**src/rtl/seq_pkg.sv**
```systemverilog
// Shared constants, state and instruction-class types for the
// multicycle datapath sequencer.
package seq_pkg;

   localparam int OP_ADD  = 0;
   localparam int OP_SUB  = 1;
   localparam int OP_AND  = 2;
   localparam int OP_OR   = 3;
   localparam int OP_SHR  = 4;
   localparam int OP_SHL  = 5;
   localparam int OP_ROR  = 6;
   localparam int OP_ROL  = 7;
   localparam int OP_ADDI = 8;
   localparam int OP_ANDI = 9;
   localparam int OP_ORI  = 10;
   localparam int OP_LD   = 11;
   localparam int OP_ST   = 12;
   localparam int OP_MUL  = 13;
   localparam int OP_DIV  = 14;
   localparam int OP_NEG  = 15;
   localparam int OP_NOT  = 16;
   localparam int OP_IN   = 17;
   localparam int OP_OUT  = 18;
   localparam int OP_NOP  = 19;
   localparam int OP_HALT = 20;

   localparam logic [3:0] ALU_ADD = 4'd0;
   localparam logic [3:0] ALU_SUB = 4'd1;
   localparam logic [3:0] ALU_AND = 4'd2;
   localparam logic [3:0] ALU_OR  = 4'd3;
   localparam logic [3:0] ALU_SHR = 4'd4;
   localparam logic [3:0] ALU_SHL = 4'd5;
   localparam logic [3:0] ALU_ROR = 4'd6;
   localparam logic [3:0] ALU_ROL = 4'd7;
   localparam logic [3:0] ALU_MUL = 4'd8;
   localparam logic [3:0] ALU_DIV = 4'd9;
   localparam logic [3:0] ALU_NEG = 4'd10;
   localparam logic [3:0] ALU_NOT = 4'd11;
   localparam logic [3:0] ALU_INC = 4'd12;

   localparam int EN_HI      = 16;
   localparam int EN_LO      = 17;
   localparam int EN_Z       = 18;
   localparam int EN_Y       = 19;
   localparam int EN_PC      = 20;
   localparam int EN_MDR     = 21;
   localparam int EN_INPORT  = 22;
   localparam int EN_IR      = 23;
   localparam int EN_MAR     = 25;
   localparam int EN_OUTPORT = 26;

   localparam int BS_HI     = 16;
   localparam int BS_LO     = 17;
   localparam int BS_ZHI    = 18;
   localparam int BS_ZLO    = 19;
   localparam int BS_PC     = 20;
   localparam int BS_MDR    = 21;
   localparam int BS_INPORT = 22;
   localparam int BS_C      = 23;

   typedef enum logic [4:0] {
      S_IDLE,
      S_FETCH0,
      S_FETCH1,
      S_FETCH2,
      S_EX0,
      S_EX1,
      S_EX2,
      S_EX3,
      S_EX4,
      S_HALTED
   } state_t;

   typedef enum logic [3:0] {
      CL_RTYPE,
      CL_IMM,
      CL_UNARY,
      CL_MULDIV,
      CL_LD,
      CL_ST,
      CL_IN,
      CL_OUT,
      CL_NOP,
      CL_HALT,
      CL_ILL
   } iclass_t;

   function automatic logic [31:0] bit32(input int idx);
      return 32'd1 << idx;
   endfunction

endpackage

```
**src/rtl/datapath_sequencer_if.sv**
```systemverilog
// Control bundle between the sequencer (master) and the datapath
// plus memory (slave).
interface datapath_sequencer_if;

   logic        run;
   logic [31:0] ir;
   logic        mem_ready;
   logic [31:0] enable;
   logic [31:0] busSelect;
   logic [3:0]  Control_Signals;
   logic        MD_Read;
   logic        mem_read;
   logic        mem_write;
   logic        halted;
   logic        illegal;
   logic [4:0]  state;

   modport master (
      input  run,
      input  ir,
      input  mem_ready,
      output enable,
      output busSelect,
      output Control_Signals,
      output MD_Read,
      output mem_read,
      output mem_write,
      output halted,
      output illegal,
      output state
   );

   modport slave (
      output run,
      output ir,
      output mem_ready,
      input  enable,
      input  busSelect,
      input  Control_Signals,
      input  MD_Read,
      input  mem_read,
      input  mem_write,
      input  halted,
      input  illegal,
      input  state
   );

endinterface

```
**src/rtl/seq_decode.sv**
```systemverilog
// Opcode to instruction-class and ALU-code map; purely combinational.
module seq_decode
   import seq_pkg::*;
#(
   parameter int OPW = 5
) (
   input  logic [OPW-1:0] i_op,
   output iclass_t        o_class,
   output logic [3:0]     o_alu
);

   always_comb begin
      o_class = CL_ILL;
      o_alu   = ALU_ADD;
      unique case (int'(i_op))
         OP_ADD, OP_SUB, OP_AND, OP_OR,
         OP_SHR, OP_SHL, OP_ROR, OP_ROL: begin
            o_class = CL_RTYPE;
            o_alu   = 4'(i_op);
         end
         OP_ADDI: begin
            o_class = CL_IMM;
            o_alu   = ALU_ADD;
         end
         OP_ANDI: begin
            o_class = CL_IMM;
            o_alu   = ALU_AND;
         end
         OP_ORI: begin
            o_class = CL_IMM;
            o_alu   = ALU_OR;
         end
         OP_LD:   o_class = CL_LD;
         OP_ST:   o_class = CL_ST;
         OP_MUL: begin
            o_class = CL_MULDIV;
            o_alu   = ALU_MUL;
         end
         OP_DIV: begin
            o_class = CL_MULDIV;
            o_alu   = ALU_DIV;
         end
         OP_NEG: begin
            o_class = CL_UNARY;
            o_alu   = ALU_NEG;
         end
         OP_NOT: begin
            o_class = CL_UNARY;
            o_alu   = ALU_NOT;
         end
         OP_IN:   o_class = CL_IN;
         OP_OUT:  o_class = CL_OUT;
         OP_NOP:  o_class = CL_NOP;
         OP_HALT: o_class = CL_HALT;
         default: o_class = CL_ILL;
      endcase
   end

endmodule

```
**src/rtl/datapath_sequencer.sv**
```systemverilog
// Multicycle hardwired control unit: fetch, decode-in-EX0 and execute
// sequencing for the 32-bit bus datapath.
module datapath_sequencer
   import seq_pkg::*;
#(
   parameter bit RUN_ON_RESET = 1'b1,
   parameter int OPW          = 5,
   parameter int RIDX         = 4
) (
   input logic                  clk,
   input logic                  clr,
   datapath_sequencer_if.master bus
);

   state_t          r_state;
   state_t          w_next;
   iclass_t         w_cls;
   logic [3:0]      w_alu;
   logic [RIDX-1:0] w_ra;
   logic [RIDX-1:0] w_rb;
   logic [RIDX-1:0] w_rc;
   logic [31:0]     w_ra_oh;
   logic [31:0]     w_rb_oh;
   logic [31:0]     w_rc_oh;
   logic [31:0]     w_en;
   logic [31:0]     w_bs;
   logic [3:0]      w_cs;
   logic            w_mdr;
   logic            w_rd;
   logic            w_wr;
   logic            w_hlt;
   logic            w_ill;
   logic            w_unused;

   assign w_ra = bus.ir[31-OPW -: RIDX];
   assign w_rb = bus.ir[31-OPW-RIDX -: RIDX];
   assign w_rc = bus.ir[31-OPW-2*RIDX -: RIDX];
   assign w_ra_oh = 32'd1 << w_ra;
   assign w_rb_oh = 32'd1 << w_rb;
   assign w_rc_oh = 32'd1 << w_rc;

   // The constant field is sign-extended by the datapath, not here.
   assign w_unused = &{1'b0, bus.ir[31-OPW-3*RIDX:0]};

   seq_decode #(
      .OPW (OPW)
   ) u_decode (
      .i_op    (bus.ir[31 -: OPW]),
      .o_class (w_cls),
      .o_alu   (w_alu)
   );

   always_ff @(posedge clk or negedge clr) begin
      if (!clr) begin
         r_state <= RUN_ON_RESET ? S_FETCH0 : S_IDLE;
      end else begin
         r_state <= w_next;
      end
   end

   always_comb begin
      w_next = r_state;
      w_en   = '0;
      w_bs   = '0;
      w_cs   = ALU_ADD;
      w_mdr  = 1'b0;
      w_rd   = 1'b0;
      w_wr   = 1'b0;
      w_hlt  = 1'b0;
      w_ill  = 1'b0;
      unique case (r_state)
         S_IDLE: begin
            if (bus.run) w_next = S_FETCH0;
         end
         S_HALTED: begin
            w_hlt = 1'b1;
            if (bus.run) w_next = S_FETCH0;
         end
         S_FETCH0: begin
            w_bs   = bit32(BS_PC);
            w_en   = bit32(EN_MAR) | bit32(EN_Z);
            w_cs   = ALU_INC;
            w_next = S_FETCH1;
         end
         S_FETCH1: begin
            w_bs  = bit32(BS_ZLO);
            w_en  = bit32(EN_PC) | bit32(EN_MDR);
            w_rd  = 1'b1;
            w_mdr = 1'b1;
            if (bus.mem_ready) w_next = S_FETCH2;
         end
         S_FETCH2: begin
            w_bs   = bit32(BS_MDR);
            w_en   = bit32(EN_IR);
            w_next = S_EX0;
         end
         // IR is first visible here, so even NOP spends one EX0 cycle.
         S_EX0: begin
            unique case (w_cls)
               CL_RTYPE, CL_IMM, CL_LD, CL_ST: begin
                  w_bs   = w_rb_oh;
                  w_en   = bit32(EN_Y);
                  w_next = S_EX1;
               end
               CL_UNARY: begin
                  w_bs   = w_rb_oh;
                  w_cs   = w_alu;
                  w_en   = bit32(EN_Z);
                  w_next = S_EX1;
               end
               CL_MULDIV: begin
                  w_bs   = w_ra_oh;
                  w_en   = bit32(EN_Y);
                  w_next = S_EX1;
               end
               CL_IN: begin
                  w_bs   = bit32(BS_INPORT);
                  w_en   = w_ra_oh;
                  w_next = S_FETCH0;
               end
               CL_OUT: begin
                  w_bs   = w_ra_oh;
                  w_en   = bit32(EN_OUTPORT);
                  w_next = S_FETCH0;
               end
               CL_NOP:  w_next = S_FETCH0;
               CL_HALT: w_next = S_HALTED;
               default: begin
                  w_ill  = 1'b1;
                  w_next = S_FETCH0;
               end
            endcase
         end
         S_EX1: begin
            unique case (w_cls)
               CL_RTYPE: begin
                  w_bs   = w_rc_oh;
                  w_cs   = w_alu;
                  w_en   = bit32(EN_Z);
                  w_next = S_EX2;
               end
               CL_IMM, CL_LD, CL_ST: begin
                  w_bs   = bit32(BS_C);
                  w_cs   = w_alu;
                  w_en   = bit32(EN_Z);
                  w_next = S_EX2;
               end
               CL_UNARY: begin
                  w_bs   = bit32(BS_ZLO);
                  w_en   = w_ra_oh;
                  w_next = S_FETCH0;
               end
               CL_MULDIV: begin
                  w_bs   = w_rb_oh;
                  w_cs   = w_alu;
                  w_en   = bit32(EN_Z);
                  w_next = S_EX2;
               end
               default: w_next = S_FETCH0;
            endcase
         end
         S_EX2: begin
            unique case (w_cls)
               CL_RTYPE, CL_IMM: begin
                  w_bs   = bit32(BS_ZLO);
                  w_en   = w_ra_oh;
                  w_next = S_FETCH0;
               end
               CL_LD, CL_ST: begin
                  w_bs   = bit32(BS_ZLO);
                  w_en   = bit32(EN_MAR);
                  w_next = S_EX3;
               end
               CL_MULDIV: begin
                  w_bs   = bit32(BS_ZLO);
                  w_en   = bit32(EN_LO);
                  w_next = S_EX3;
               end
               default: w_next = S_FETCH0;
            endcase
         end
         S_EX3: begin
            unique case (w_cls)
               CL_MULDIV: begin
                  w_bs   = bit32(BS_ZHI);
                  w_en   = bit32(EN_HI);
                  w_next = S_FETCH0;
               end
               CL_LD: begin
                  w_rd  = 1'b1;
                  w_mdr = 1'b1;
                  w_en  = bit32(EN_MDR);
                  if (bus.mem_ready) w_next = S_EX4;
               end
               CL_ST: begin
                  w_bs   = w_ra_oh;
                  w_en   = bit32(EN_MDR);
                  w_next = S_EX4;
               end
               default: w_next = S_FETCH0;
            endcase
         end
         S_EX4: begin
            unique case (w_cls)
               CL_LD: begin
                  w_bs   = bit32(BS_MDR);
                  w_en   = w_ra_oh;
                  w_next = S_FETCH0;
               end
               CL_ST: begin
                  w_wr = 1'b1;
                  if (bus.mem_ready) w_next = S_FETCH0;
               end
               default: w_next = S_FETCH0;
            endcase
         end
         default: w_next = S_FETCH0;
      endcase
   end

   // Outputs are forced low for the whole time clr is asserted.
   assign bus.enable          = clr ? w_en : 32'd0;
   assign bus.busSelect       = clr ? w_bs : 32'd0;
   assign bus.Control_Signals = clr ? w_cs : 4'd0;
   assign bus.MD_Read         = clr & w_mdr;
   assign bus.mem_read        = clr & w_rd;
   assign bus.mem_write       = clr & w_wr;
   assign bus.halted          = clr & w_hlt;
   assign bus.illegal         = clr & w_ill;
   assign bus.state           = clr ? 5'(r_state) : 5'd0;

endmodule

```
**src/flat_wrapper.sv**
```systemverilog
// flat-port wrapper written by rule: the top's interface ports become plain ports
module datapath_sequencer_flat import seq_pkg::*;
#(
   parameter bit RUN_ON_RESET = 1'b1,
   parameter int OPW          = 5,
   parameter int RIDX         = 4
)
  (clk, clr, bus_run, bus_ir, bus_mem_ready, bus_enable, bus_busSelect, bus_Control_Signals, bus_MD_Read, bus_mem_read, bus_mem_write, bus_halted, bus_illegal, bus_state);
  datapath_sequencer_if bus_i ();
  input logic clk;
  input logic clr;
  input wire logic [$bits(bus_i.run)-1:0] bus_run;
  input wire logic [$bits(bus_i.ir)-1:0] bus_ir;
  input wire logic [$bits(bus_i.mem_ready)-1:0] bus_mem_ready;
  output wire logic [$bits(bus_i.enable)-1:0] bus_enable;
  output wire logic [$bits(bus_i.busSelect)-1:0] bus_busSelect;
  output wire logic [$bits(bus_i.Control_Signals)-1:0] bus_Control_Signals;
  output wire logic [$bits(bus_i.MD_Read)-1:0] bus_MD_Read;
  output wire logic [$bits(bus_i.mem_read)-1:0] bus_mem_read;
  output wire logic [$bits(bus_i.mem_write)-1:0] bus_mem_write;
  output wire logic [$bits(bus_i.halted)-1:0] bus_halted;
  output wire logic [$bits(bus_i.illegal)-1:0] bus_illegal;
  output wire logic [$bits(bus_i.state)-1:0] bus_state;
  assign bus_i.run = bus_run;
  assign bus_i.ir = bus_ir;
  assign bus_i.mem_ready = bus_mem_ready;
  assign bus_enable = bus_i.enable;
  assign bus_busSelect = bus_i.busSelect;
  assign bus_Control_Signals = bus_i.Control_Signals;
  assign bus_MD_Read = bus_i.MD_Read;
  assign bus_mem_read = bus_i.mem_read;
  assign bus_mem_write = bus_i.mem_write;
  assign bus_halted = bus_i.halted;
  assign bus_illegal = bus_i.illegal;
  assign bus_state = bus_i.state;
  datapath_sequencer #(.RUN_ON_RESET(RUN_ON_RESET), .OPW(OPW), .RIDX(RIDX)) u_core (.clk(clk), .clr(clr), .bus(bus_i));
endmodule
```
**config.mk**
```make
export PLATFORM = sky130hd
export DESIGN_NAME = datapath_sequencer_flat
export DESIGN_NICKNAME = d
export VERILOG_FILES = /design/src/rtl/seq_pkg.sv /design/src/rtl/datapath_sequencer_if.sv /design/src/rtl/seq_decode.sv /design/src/rtl/datapath_sequencer.sv /design/src/flat_wrapper.sv
export SDC_FILE = /design/constraint.sdc
export NUM_CORES = 1
export LEC_CHECK = 0
export ABC_CLOCK_PERIOD_IN_PS = 2500
export CAP_MARGIN = 15
export CORE_ASPECT_RATIO = 2
export CORE_MARGIN = 2
export CORE_UTILIZATION = 41
export CTS_CLUSTER_DIAMETER = 80
export DETAILED_ROUTE_END_ITERATION = 10
export HOLD_SLACK_MARGIN = 0.12
export PLACE_DENSITY = 0.84
export SLEW_MARGIN = 20
export SYNTH_ARGS = -nofsm -noshare
export SYNTH_HDL_FRONTEND = slang
export SYNTH_SLANG_ARGS = --single-unit
```
**constraint.sdc**
```tcl
create_clock -name clk -period 2.5 [get_ports clk]
set_input_delay 0.375 -clock clk [delete_from_list [all_inputs] [get_ports clk]]
set_output_delay 0.375 -clock clk [all_outputs]
set_load 0.03 [all_outputs]
```
==> impl_results.md, run 1 <==
* Worst-path fanout max at 15
* Dpl cells at approximately 500
* Largest regs: u_core.r_state x4
* Post-CTS Hold Buffers at 0
* Reg clk slew, reported paths at roughly 0.030 ns
* Setup TNS at 0 ns
* Clock share of power at 0.079
* Average size of a mapped cell at about 6.5 um2
* Wire length on met1 at 3570 um
* Measured slew at the worst slew-check pin at between 0.5 and 0.6 ns
* Worst Setup Start Kind: input pin
* Layout fillers at slightly below 300
* Largest family of logic cells by synthesized area: simple AND/OR/NAND/NOR gates
* RePlAce Congestion at between 0.8 and 0.9
* Final Max Slew Viols at 0
* Tmin final at ~2.5 ns
* Synth Area in Adders at 0
* DIE AREA at a little under 0.006 mm2
* Critical path, cell by cell: buf_2 -> buf_6 -> nor2_1 -> o21ba_1 -> o311a_4 -> a211oi_4 -> clkbuf_16 -> nor4_4 -> buf_4
* PortBufs at 80
* Fin nets at approximately 500
* CP endpoint kind: output pin
* H-tree depth at 1
* Count of cell types in the netlist at just under 60
* Wire length on met3 at just over 800 um
* Die H at 106 um
* Grt ovf at 0
* Hold crit path type: input pin to asynchronous set/reset pin
* Vias in the first global route at ~2900
* Clock buffer depth at 2
* Cell Area, Synth at between 0.002 and 0.0025 mm2
* Layout cell share with drive strength beyond 1 at 0.493
* Clock Latency Late Sink at roughly 0.22 ns
* Arr. time, crit path at between 2 and 2.5 ns
* Die width at about 55 um
* ANT nets after route at 0
* RSZ-0062 raised after global routing: yes
* Via Count at between 3000 and 4000
* CORE AREA at 0.00505 mm2
* Power, Total at roughly 1.9 mW
* Sequential share of the synthesized area at 0.0479
* Maximum VDD drop at around 760 uV
* Hold_ws at 0.310 ns
* First-pass GRT wire length at 13800 um
* Top FF cell, synth: dfrtp_1
* Inserted Clock Buffers at 3
* CTS sink count at 4
* Largest net degree at the start of global routing at 37
* Routed len/inst at approximately 19 um
* Pwr/cell area at roughly 450 mW/mm2
* Worst Clk Skew at around 0.00042 ns
* Routed wire length at slightly below 10000 um
* XOR/XNOR share of the synthesized area at 0.0207
* EDFF count, synth at 0
* Leakage at 1.59 nW
* Starting density of the core at 0.420
* GRT Total Usage at 0.307
* ANT cells at 0
* Root buf cell: clkbuf_8
* DR top layer: met4
* Ranking of synthesized cells by area: buf_4 (7.4%), o32ai_1 (6.2%), nor2_1 (6.0%), nor4_1 (5.3%), a21oi_1 (5.0%)
* Switch Pwr at roughly 1 mW
* Most flop-heavy register: u_core.r_state
* Max-slew headroom at 0.638
* Post-synthesis simple-gate area fraction at 0.453
* DP Wirelength at between 6000 and 7000 um
* Drt pass-1 iters at 5
* DR WL met2 at slightly above 5000 um
* Net Sw Frac at 0.539
* Ys async rst share at 1.00
* Internal power at approximately 0.86 mW
* Status: finished clean
* Yosys top cell by area: buf_4
* Crit-path slowest cell: a211oi_4
* Finished Layout Cells at 514
* Sequential share of power at 0.071
* Fmax at 402 MHz
* Logic gate share of total power at 0.850
* Compound-Gate Fraction of Synth Area at 0.321
* CP max stage delay at about 0.35 ns
* Ports at approximately 110
* Max FFs per register at 4
* Top cell type's share of synthesized area at 0.0745
* R2R depth at 7
* # Max-Cap Violations at 0
* DRC at 0
* Fin. Hold Viols at 0
* DRT iter0 DRCs at roughly 150
* Mapped Cells at around 320
* Layout area overhead at 94.6%
* Period utilization at 0.996
* Mean number of vias per cell at around 6.2
* Mux cell area share after synthesis at 0.0213
* WS Path Type: input pin to output pin
* FP Rows at 37
* CTS tree: built
* Synthesis-stage register bit count at 4
* Initial antenna violation count at 0
* WP data required at about 2.1 ns
* Syn. warnings at 0
* Setup violations, final at 0
==> cell families after synthesis <==
| logic type | count (synthesis) |
|---|---|
| XOR/XNOR | 5 |
| flip-flops | 4 |
| AO/OA/AOI/OAI | 87 |
| multiplexers | 4 |
| buffers and inverters | 48 |
| other | 1 |
| AND/OR/NAND/NOR | 175 |
==> power by group through the flow <==
stage | Sequential (mW) | Clock (mW) | Combinational [mW]
floorplan | 0.109 | 0 | 0.814
global placement | 0.124 | 0 | 1.24
detailed placement | 0.125 | 0 | 1.26
CTS | 0.131 | 0.149 | 1.33
global route | 0.136 | 0.157 | 1.67
finish | 0.132 | 0.147 | 1.58
==> critical path, delay by kind of cell <==
kind                   cells  cell delay [ns]
AOI/OAI and AO/OA          3             0.89
buffers and inverters      4             0.73
and+or+nand+nor            2             0.11
==> final cells by class <==
cell class	count	area, um2	share of cell area
Clock buffer	4	45.0	0.0109
Multi-Input combinational cell	289	2380	0.578
Timing Repair Buffer	156	1510	0.366
Tap cell	58	72.6	0.0176
Inverter	3	11.3	0.00273
Sequential cell	4	103	0.0249
==> path summary, 6_finish.rpt <==
check                             startpoint           endpoint  slack [ns]
setup / recovery                  bus_ir[31]     bus_enable[10]        0.01
hold / removal                           clr  u_core.r_state[2]        0.31
hold reg to reg            u_core.r_state[1]  u_core.r_state[1]        0.72
setup reg to reg           u_core.r_state[0]  u_core.r_state[0]        0.44
min in group clk           u_core.r_state[1]  u_core.r_state[1]        0.72
max in group asynchronous                clr  u_core.r_state[0]        1.99
==> layout by cell type, fill, tap and decap left out, drive strengths merged, types with 4 or more instances in the layout <==
cell type and count:
buf 131, nor2 34, nand2 27, a21oi 21, clkdlybuf4s50 20, nor4 20, conb 18, o32ai 17
nor2b 16, nand2b 16, nand3 15, a32oi 10, nor3 9, o21ai 9, and2 9, nand4 6
o22ai 6, clkbuf 6, a31oi 5, or2 5, nand3b 4, nand4b 4
==> repair_timing <==
| action | 4_1_cts | 5_1_grt |
|---|---|---|
| cloned | 2 | 3 |
| hold endpoints to repair | 0 | 0 |
| pin swaps | 18 | 27 |
| buffers inserted | 6 | 10 |
| resized for setup | 65 | 65 |
| setup endpoints to repair | 45 | 38 |
==> synth_stat cells (all sizes together) (2+ instances only) <==
master   count
nand3b       4
a21oi       21
o21ai        9
or2          5
a32oi       10
a31oi        5
nor2b       16
or3b         2
nor2        34
dfrtp        3
clkbuf      10
nor4        20
inv          3
and3         3
nor3b        3
a2bb2oi      3
nand4        6
nand4b       4
xor2         2
o311a        2
nand3       15
o32ai       17
nand2b      16
mux2i        3
xnor2        3
o22ai        6
nand2       27
and2         9
buf         35
nor3         9
==> stage by stage <==
stage,cell area (um2),setup slack (ns),utilization
2_1_floorplan,2360,-0.291,-
3_3_place_gp,3320,-0.368,0.659
3_5_place_dp,3320,-0.478,0.659
4_1_cts,3690,-0.0173,0.731
5_1_grt,4120,-0.0750,0.817
6_report,4120,0.0102,0.817
==> metal layers <==
metal  global-route usage  vias to the layer above
met1                0.384                     1496
met3               0.0354                       37
met4                0.105                        0
met2                0.514                      213
met5                    0                        -
li1                     -                     1465
Note: power is estimated with default switching activity, not from simulation.
==> run 2: changes to the inputs <==
ABC_CLOCK_PERIOD_IN_PS = 3000   (was 2500)
CORE_ASPECT_RATIO = 0.5   (was 2)
CORE_UTILIZATION = 44   (was 41)
GPL_ROUTABILITY_DRIVEN = 1   (was default)
PLACE_DENSITY = 0.89   (was 0.84)
clock period = 3 ns   (was 2.5 ns; I/O delays follow)
==> impl_results.md, run 2 (synthesis results as in run 1) <==
* DR top layer: met4
* WS Path Type: input pin to output pin
* Initial antenna violation count at 0
* Die H at about 53 um
* Wire length on met3 at 731 um
* Routed wire length at 8050 um
* DIE AREA at ~0.0054 mm2
* Clock buffer depth at 2
* Status: finished clean
* Sequential share of power at 0.124
* Final Max Slew Viols at 0
* Fin. Hold Viols at 0
* Maximum VDD drop at slightly above 400 uV
* # Max-Cap Violations at 0
* CTS sink count at 4
* DRC at 0
* Largest net degree at the start of global routing at 36
* Starting density of the core at 0.469
* Ports at approximately 110
* CP bufs+invs at 3
* Drt pass-1 iters at 4
* RePlAce Congestion at 0.980
* DRT iter0 DRCs at approximately 170
* Setup TNS at 0 ns
* Measured slew at the worst slew-check pin at around 0.58 ns
* Grt ovf at 0
* Largest regs: u_core.r_state x4
* FP Rows at 17
* Most flop-heavy register: u_core.r_state
* Power, Total at ~1.2 mW
* CTS tree: built
* Clock Latency Late Sink at 0.23 ns
* Layout area overhead at 57.1%
* Tmin final at 2.91 ns
* Fmax at roughly 340 MHz
* ANT nets after route at 0
* CORE AREA at ~0.0045 mm2
* Placed cell area at between 0.002 and 0.003 mm2
* First-pass GRT wire length at roughly 12000 um
* Fin nets at approximately 460
* Dpl cells at approximately 480
* Inserted Clock Buffers at 3
* Logic gate share of total power at 0.771
* Most common cell after layout, fill and taps aside: buf_4
* Final instance area at 0.00333 mm2
* Hold crit path type: input pin to asynchronous set/reset pin
* GRT Total Usage at 0.274
* Arr. time, crit path at 2.46 ns
* Most frequent cells in the layout: buf_4 (74), nor2_1 (34), nand2_1 (27)
* Max FFs per register at 4
* Internal power at approximately 0.5 mW
* Period utilization at 0.970
* Setup violations, final at 0
* Leakage at between 1 and 1.5 nW
* Switch Pwr at about 0.7 mW
* Final worst slack at between 0.08 and 0.09 ns
* ANT cells at 0
* Root buf cell: clkbuf_8
* PortBufs at 80
* DR WL met2 at about 3900 um
* WP data required at ~2.6 ns
* Finished Layout Cells at 484
* Placement Setup Slack at -0.141 ns
* Worst Setup Start Kind: input pin
* DP Wirelength at ~5800 um
* H-tree depth at 1
* Vias in the first global route at roughly 2600
* Worst-path fanout max at 8
* CP top delay family: simple AND/OR/NAND/NOR gates
* Net Sw Frac at 0.583
* Critical path, cell by cell: dlygate4sd2_1 -> or3b_4 -> o32ai_4 -> and2_4 -> a211oi_4 -> buf_8 -> nor4_4 -> buf_6
* Max-slew headroom at 0.614
* Pwr/cell area at between 300 and 400 mW/mm2
* Crit-path slowest cell: or3b_4
* Wire length on met1 at 3320 um
* Mean number of vias per cell at between 6 and 7
* Via Count at 3036
* Routed len/inst at between 15 and 20 um
* CP endpoint kind: output pin
* Worst Clk Skew at between 0.00015 and 0.0002 ns
* Reg clk slew, reported paths at around 0.030 ns
* Layout cell share with drive strength beyond 1 at 0.301
* Die width at approximately 100 um
* CP max stage delay at about 0.44 ns
* Clock share of power at 0.105
run 2: changes by cell type in the layout (fill, tap and decap cells not counted), sizes merged, moves of 2 or more:
cell           before  now
dlygate4sd2         0    3
clkbuf              6    4
buf               131   89
clkdlybuf4s50      20   24
run 2: repair_timing:
action | CTS | global route
buffers inserted | 0 | 2
hold buffers | 0 | 0
setup endpoints to repair | 28 | 27
resized for setup | 11 | 41
pin swaps | 0 | 8
cloned | 0 | 1
run 2: through the flow:
step,hold slack (ns),utilization
floorplan,0.154,-
global placement,0.663,0.660
detailed placement,0.671,0.660
CTS,0.564,0.678
global route,0.583,0.738
finish,0.565,0.738
run 2: power groups by stage:
stage          registers, mW  clock network [mW]  logic [mW]
3_5_place_dp           0.145                   0       0.834
3_3_place_gp           0.142                   0       0.811
6_report               0.149               0.126       0.924
5_1_grt                0.157               0.129       0.980
4_1_cts                0.144               0.127       0.845
2_1_floorplan         0.0907                   0       0.637
run 2: metal layers:
metal / track usage / up-vias
met3: 0.0185 / 17
met5: 0 / -
met1: 0.381 / 1410
li1: - / 1399
met4: 0.0556 / 0
met2: 0.470 / 210
run 2: layout make-up:
class	count	area, um2
inverters	3	11.3
flip-flops and latches	4	101
well taps	66	82.6
clock buffers	4	45.0
fillers	355	1180
multi-input cells	289	2030
repair buffers	118	1050
run 2: final timing paths:
path,cells past startpoint,to,slack [ns],from
worst max register to register,5,u_core.r_state[0],0.90,u_core.r_state[0]
min in group clk,2,u_core.r_state[2],0.70,u_core.r_state[3]
worst min-delay path,2,u_core.r_state[1],0.57,clr
worst min register to register,2,u_core.r_state[2],0.70,u_core.r_state[3]
max in group asynchronous,2,u_core.r_state[0],2.21,clr
worst max-delay path,8,bus_enable[9],0.09,bus_ir[30]
